[config.mk]
export PLATFORM = sky130hd
export DESIGN_NAME = de_selector_nch
export DESIGN_NICKNAME = d
export VERILOG_FILES = /design/src/rtl/de_sel_pkg.sv /design/src/rtl/de_sel_scan_cnt.sv /design/src/rtl/de_selector_nch.sv
export SDC_FILE = /design/constraint.sdc
export NUM_CORES = 1
export LEC_CHECK = 0
export CAP_MARGIN = 20
export CORE_MARGIN = 4
export CORE_UTILIZATION = 51
export CTS_BUF_LIST = sky130_fd_sc_hd__clkbuf_8
export DETAILED_ROUTE_END_ITERATION = 8
export MAX_ROUTING_LAYER = met4
export PLACE_DENSITY_LB_ADDON = 0.05
export SLEW_MARGIN = 10
export SYNTH_ARGS = -nofsm -noshare
export SYNTH_HDL_FRONTEND = slang
export SYNTH_SLANG_ARGS = --single-unit
[constraint.sdc]
create_clock -name iClk -period 2.54 [get_ports iClk]
set_clock_uncertainty 0.2 [all_clocks]
set_input_delay 0.381 -clock iClk [delete_from_list [all_inputs] [get_ports iClk]]
set_output_delay 0.381 -clock iClk [all_outputs]
set_load 0.01 [all_outputs]
[src/rtl/de_sel_pkg.sv]
// Shared definitions for the de_selector_nch family: mode encodings, idle level, select width.
package de_sel_pkg;

    localparam logic MODE_DIRECT = 1'b0;
    localparam logic MODE_SCAN   = 1'b1;

    // Lanes drive active-low loads, so the idle word is all ones.
    localparam logic IDLE_BIT = 1'b1;

    function automatic int unsigned clog2(input int unsigned n);
        int unsigned w;
        w = 1;
        while ((32'd1 << w) < n) begin
            w = w + 1;
        end
        return w;
    endfunction

endpackage

[src/rtl/de_sel_scan_cnt.sv]
// Modulo-CH up counter with enable and synchronous clear; clear has priority over the advance.
module de_sel_scan_cnt
    import de_sel_pkg::*;
#(
    parameter int unsigned CH = 8,
    parameter int unsigned SW = clog2(CH)
) (
    input  logic          clk_i,
    input  logic          rst_ni,
    input  logic          clr_i,
    input  logic          en_i,
    output logic [SW-1:0] cnt_o
);

    logic [SW-1:0] cnt_q, cnt_d;

    always_comb begin
        cnt_d = cnt_q;
        if (clr_i) begin
            cnt_d = '0;
        end else if (en_i) begin
            cnt_d = (cnt_q == SW'(CH - 1)) ? '0 : cnt_q + 1'b1;
        end
    end

    always_ff @(posedge clk_i) begin
        if (!rst_ni) begin
            cnt_q <= '0;
        end else begin
            cnt_q <= cnt_d;
        end
    end

    assign cnt_o = cnt_q;

endmodule

[src/rtl/de_selector_nch.sv]
// Registered 1-to-CH demultiplexer with direct/auto-scan select and hold/pulse lanes.
// Optional sticky out-of-range error flag enabled by defining DE_SEL_ERR_EN.
module de_selector_nch
    import de_sel_pkg::*;
#(
    parameter int unsigned CH   = 8,
    parameter int unsigned DW   = 1,
    parameter int unsigned SW   = clog2(CH),
    parameter bit          HOLD = 1'b1
) (
    input  logic             iClk,
    input  logic             iRst_n,
    input  logic             iValid,
    input  logic [DW-1:0]    iData,
    input  logic [SW-1:0]    iS,
    input  logic             iMode,
    input  logic             iScanRst,
`ifdef DE_SEL_ERR_EN
    input  logic             iErrClr,
    output logic             oErr,
`endif
    output logic [CH*DW-1:0] oZ,
    output logic             oValid,
    output logic [SW-1:0]    oSel,
    output logic [SW-1:0]    oScan
);

    logic [SW-1:0]    scan_cnt;
    logic [SW-1:0]    tgt;
    logic [CH-1:0]    hit;
    logic             accept;

    logic [CH*DW-1:0] z_q, z_d;
    logic             valid_q, valid_d;
    logic [SW-1:0]    sel_q, sel_d;

    de_sel_scan_cnt #(
        .CH (CH),
        .SW (SW)
    ) u_scan_cnt (
        .clk_i  (iClk),
        .rst_ni (iRst_n),
        .clr_i  (iScanRst),
        .en_i   (iValid & (iMode == MODE_SCAN)),
        .cnt_o  (scan_cnt)
    );

    // An empty hit vector means iS named a lane that does not exist.
    always_comb begin
        tgt = (iMode == MODE_SCAN) ? scan_cnt : iS;
        hit = '0;
        for (int k = 0; k < CH; k++) begin
            hit[k] = (tgt == SW'(k));
        end
        accept = iValid & (|hit);
    end

    always_comb begin
        z_d = HOLD ? z_q : {(CH * DW){IDLE_BIT}};
        for (int k = 0; k < CH; k++) begin
            if (accept && hit[k]) begin
                z_d[k*DW +: DW] = iData;
            end
        end
        valid_d = accept;
        sel_d   = accept ? tgt : sel_q;
    end

    always_ff @(posedge iClk) begin
        if (!iRst_n) begin
            z_q     <= {(CH * DW){IDLE_BIT}};
            valid_q <= 1'b0;
            sel_q   <= '0;
        end else begin
            z_q     <= z_d;
            valid_q <= valid_d;
            sel_q   <= sel_d;
        end
    end

    assign oZ     = z_q;
    assign oValid = valid_q;
    assign oSel   = sel_q;
    assign oScan  = scan_cnt;

`ifdef DE_SEL_ERR_EN
    logic err_q, err_d;

    // A new out-of-range word wins over a simultaneous clear.
    always_comb begin
        err_d = err_q;
        if (iValid && (iMode == MODE_DIRECT) && !(|hit)) begin
            err_d = 1'b1;
        end else if (iErrClr) begin
            err_d = 1'b0;
        end
    end

    always_ff @(posedge iClk) begin
        if (!iRst_n) begin
            err_q <= 1'b0;
        end else begin
            err_q <= err_d;
        end
    end

    assign oErr = err_q;
`endif

endmodule

==> impl_metrics.py <==
metrics = {
    "status": {
        "run_status": "finished clean",
    },
    "cells_and_area": {
        "layout-area-overhead-vs-synth_pct": 34.7,
        "regArea_um2": 300,
        "num_antenna_cells": 0,
        "drive_gt1_share_pct": 13.7,
        "finalInstanceArea_mm2": 0.00107,
        "final.fill_count": 109,
        "multiInputGateArea_um2": 459,
        "fin_nets": 114,
    },
    "global_route": {
        "track_usage_pct": 19.5,
        "grt_pass1_vias": 671,
        "grt_max_degree": 18,
        "initial_antenna_violation_count": 0,
        "grt_first_pass_wirelength_um": 2940,
        "grt_overflow_total": 0,
    },
    "cts": {
        "postCtsSetupBuffers": 0,
        "cts_inserted_buffers": 3,
        "tritoncts": "yes",
        "worstSkewPairLatency_ns": 0.24,
        "clock_sink_count": 15,
        "htree_num_levels": 1,
        "post_cts_hold_buffer_count": 0,
        "post_cts_resize_count": 0,
        "worst_setup_hold_path_clk_slew_ns": 0.06,
        "clock_path_buffers": 2,
        "clk_root_buffer_cell": "sky130_fd_sc_hd__clkbuf_8",
    },
    "synth": {
        "synth_cell_types": 27,
        "synth_area_leader_cell": "sky130_fd_sc_hd__dfxtp_1",
        "synthesis.area_per_instance_um2": 10.2,
        "synth.mux.area_fraction_pct": 16.5,
        "yosys-top-cells-area": "sky130_fd_sc_hd__dfxtp_1, sky130_fd_sc_hd__mux2i_1, sky130_fd_sc_hd__nor2b_1",
        "synth_compound_area_share_pct": 13.8,
        "synthXorXnorAreaFrac_pct": 0,
        "synth_area_um2": 796,
        "number_of_instances_in_the_synthesized_netlist": 78,
        "synth_simple_gate_area_share_pct": 24.2,
        "synth-adder-area-share_pct": 3.14,
        "register_bit_total_from_synthesis": 15,
        "dominant_combinational_cell_family_by_area_after_synthesis": "simple AND/OR/NAND/NOR gates",
        "synth_top_cell_area_share_pct": 37.7,
        "syn_nets": 89,
        "ys.warnings.count": 0,
        "synth_sequential_area_ratio_pct": 37.7,
    },
    "floorplanning": {
        "rows": 13,
        "design.die.area_mm2": 0.00226,
        "die-width_um": 47.5,
        "die_h_um": 47.5,
        "floorplan.core_area_mm2": 0.00138,
        "ioPinCount": 24,
        "initial_core_util_pct": 57.6,
    },
    "timing": {
        "maximum_operating_frequency_mhz": 525,
        "period_minus_slack_ns": 1.90,
        "max_slew_margin_pct": 64.2,
        "setup_viol": 0,
        "setup_total_negative_slack_ns": 0,
        "final-hold-violation-count": 0,
        "rsz_0062_raised_after_global_routing": "false",
        "worst_slew_pin_slew_ns": 0.535,
        "final_min_period_over_clock_period_pct": 74.9,
        "slew_viol_final": 0,
        "setup_ws_ns": 0.637,
    },
    "pwr": {
        "leakagePower_nw": 0.463,
        "total_power_w": 0.000511,
        "peakVddDrop_v": 0.000384,
        "power.density_mw_per_mm2": 477,
    },
    "placed_design": {
        "placement.io_buffers": 23,
        "place_ws_ns": 0.455,
        "routability_cong": 0.768,
        "detailed_place.area_mm2": 0.00103,
        "hpwlAfterDp_um": 1300,
    },
    "worst_setup_path": {
        "worstReg2RegEnd": "oZ[0]",
        "worst_path_dominant_cell_family": "buffers and inverters",
        "worst_path_largest_cell_delay_ns": 0.60,
        "critPathKind": "reg2out",
        "worstPathCellList": "clkdlybuf4s50_1",
        "crit_slowest_cell": "sky130_fd_sc_hd__clkdlybuf4s50_1",
        "r2r-start": "u_scan_cnt.cnt_o[0]",
        "worst-r2r-cell-count": 3,
        "required_ns": 1.96,
        "worst-path-max-fanout": 8,
        "worst_setup_path_start_kind": "flop",
        "cp.arrival_ns": 1.32,
        "r2r_setup_slack_ns": 1.08,
        "setup.worst_path.end_class": "primary output",
        "critPathBufInv": 1,
    },
    "detailed_routing": {
        "drt_iter0_drc": 9,
        "dr.pass1.iters": 4,
        "wirelength_um": 1710,
        "post_drt_via_cell_ratio": 5.56,
        "drcViolationCount": 0,
        "detail_route.wl_per_cell_um": 14.6,
        "antenna_violating_nets_left": 0,
        "vias": 650,
    },
    "run": {
        "max_cap_viol_count": 0,
    },
    "worst_hold_path": {
        "worst_hold_path.num_cells": 1,
        "hold_start": "oSel[1]",
        "hold_path_end": "oSel[1]",
        "hold_path_class": "reg2reg",
    },
}
==> registers in the layout, summed over array words and instances, names as in the netlist <==
signal            cells
oSel                  3
oValid                1
oZ                    8
u_scan_cnt.cnt_o      3
==> how the worst max path moves through the flow <==
stage | startpoint | end | cells past startpoint
after floorplan | iMode | oZ[6] | 3
after global placement | iMode | oZ[1] | 5
after detailed placement | iMode | oZ[0] | 5
after CTS | u_scan_cnt.cnt_o[2] | oScan[2] | 1
after global routing | iMode | oZ[4] | 4
final | u_scan_cnt.cnt_o[2] | oScan[2] | 1
==> Yosys cell counts <==
master,number
sky130_fd_sc_hd__nand3_2,1
sky130_fd_sc_hd__buf_2,1
sky130_fd_sc_hd__o211ai_1,6
sky130_fd_sc_hd__clkbuf_1,1
sky130_fd_sc_hd__and2_1,1
sky130_fd_sc_hd__mux2_2,1
sky130_fd_sc_hd__nand3_1,2
sky130_fd_sc_hd__ha_1,2
sky130_fd_sc_hd__nand2_1,5
sky130_fd_sc_hd__nor3_1,1
sky130_fd_sc_hd__a211oi_2,2
sky130_fd_sc_hd__a21oi_1,3
sky130_fd_sc_hd__nor3b_2,2
sky130_fd_sc_hd__dfxtp_1,15
sky130_fd_sc_hd__clkbuf_2,1
sky130_fd_sc_hd__mux2i_1,12
sky130_fd_sc_hd__buf_6,1
sky130_fd_sc_hd__nor2b_1,9
sky130_fd_sc_hd__inv_1,1
sky130_fd_sc_hd__nor2_1,2
sky130_fd_sc_hd__o21ai_0,1
sky130_fd_sc_hd__nand3b_4,1
sky130_fd_sc_hd__nand2b_1,1
sky130_fd_sc_hd__o211a_1,2
sky130_fd_sc_hd__nor3b_1,1
sky130_fd_sc_hd__and3b_2,2
sky130_fd_sc_hd__buf_4,1
==> area by class of cell <==
type	count	area share [%]
inverters	1	0.350
multi-input cells	57	42.8
clock buffers	3	3.85
well taps	15	1.75
clock inverters	1	0.350
repair buffers	25	22.9
flip-flops and latches	15	28.0
==> where the power goes <==
part	internal, W	switching, W	total, W
Sequential	0.000243	0.00000430	0.000247
Combinational	0.0000415	0.0000358	0.0000773
Clock	0.000107	0.0000798	0.000187
==> through the flow <==
stage / hold WS, ns / cells / utilization (%)
floorplan: 0.337 / 78 / -
global placement: 0.280 / 113 / 74.3
detailed placement: 0.297 / 113 / 74.3
CTS: 0.316 / 117 / 77.6
global route: 0.347 / 117 / 77.6
finish: 0.309 / 117 / 77.6
==> routing by layer <==
layer  GRT usage (%)  up-vias  share of wire [%]
met1            23.4      303                 46
met4            5.52        0                1.1
met5               -        -                  0
met2            31.6       17                 48
li1                -      328                  -
met3            5.64        2                4.7
==> cell usage in the layout, fill, tap and decap left out, types with 2 or more instances in the layout <==
master | netlist | layout
sky130_fd_sc_hd__a211oi_2 | 2 | 2
sky130_fd_sc_hd__a21oi_1 | 3 | 3
sky130_fd_sc_hd__and3b_2 | 2 | 2
sky130_fd_sc_hd__buf_4 | 1 | 2
sky130_fd_sc_hd__clkbuf_8 | 0 | 3
sky130_fd_sc_hd__clkdlybuf4s50_1 | 0 | 23
sky130_fd_sc_hd__dfxtp_1 | 15 | 15
sky130_fd_sc_hd__ha_1 | 2 | 2
sky130_fd_sc_hd__inv_1 | 1 | 2
sky130_fd_sc_hd__mux2i_1 | 12 | 12
sky130_fd_sc_hd__nand2_1 | 5 | 5
sky130_fd_sc_hd__nand3_1 | 2 | 2
sky130_fd_sc_hd__nor2_1 | 2 | 2
sky130_fd_sc_hd__nor2b_1 | 9 | 9
sky130_fd_sc_hd__nor3b_2 | 2 | 2
sky130_fd_sc_hd__o211a_1 | 2 | 2
sky130_fd_sc_hd__o211ai_1 | 6 | 6
==> kinds of logic after synthesis <==
group           after synthesis
buf+inv                       6
fa+ha+maj                     2
mux                          13
simple gates                 28
flops                        15
compound gates               14
Note: power is estimated with default switching activity, not from simulation.
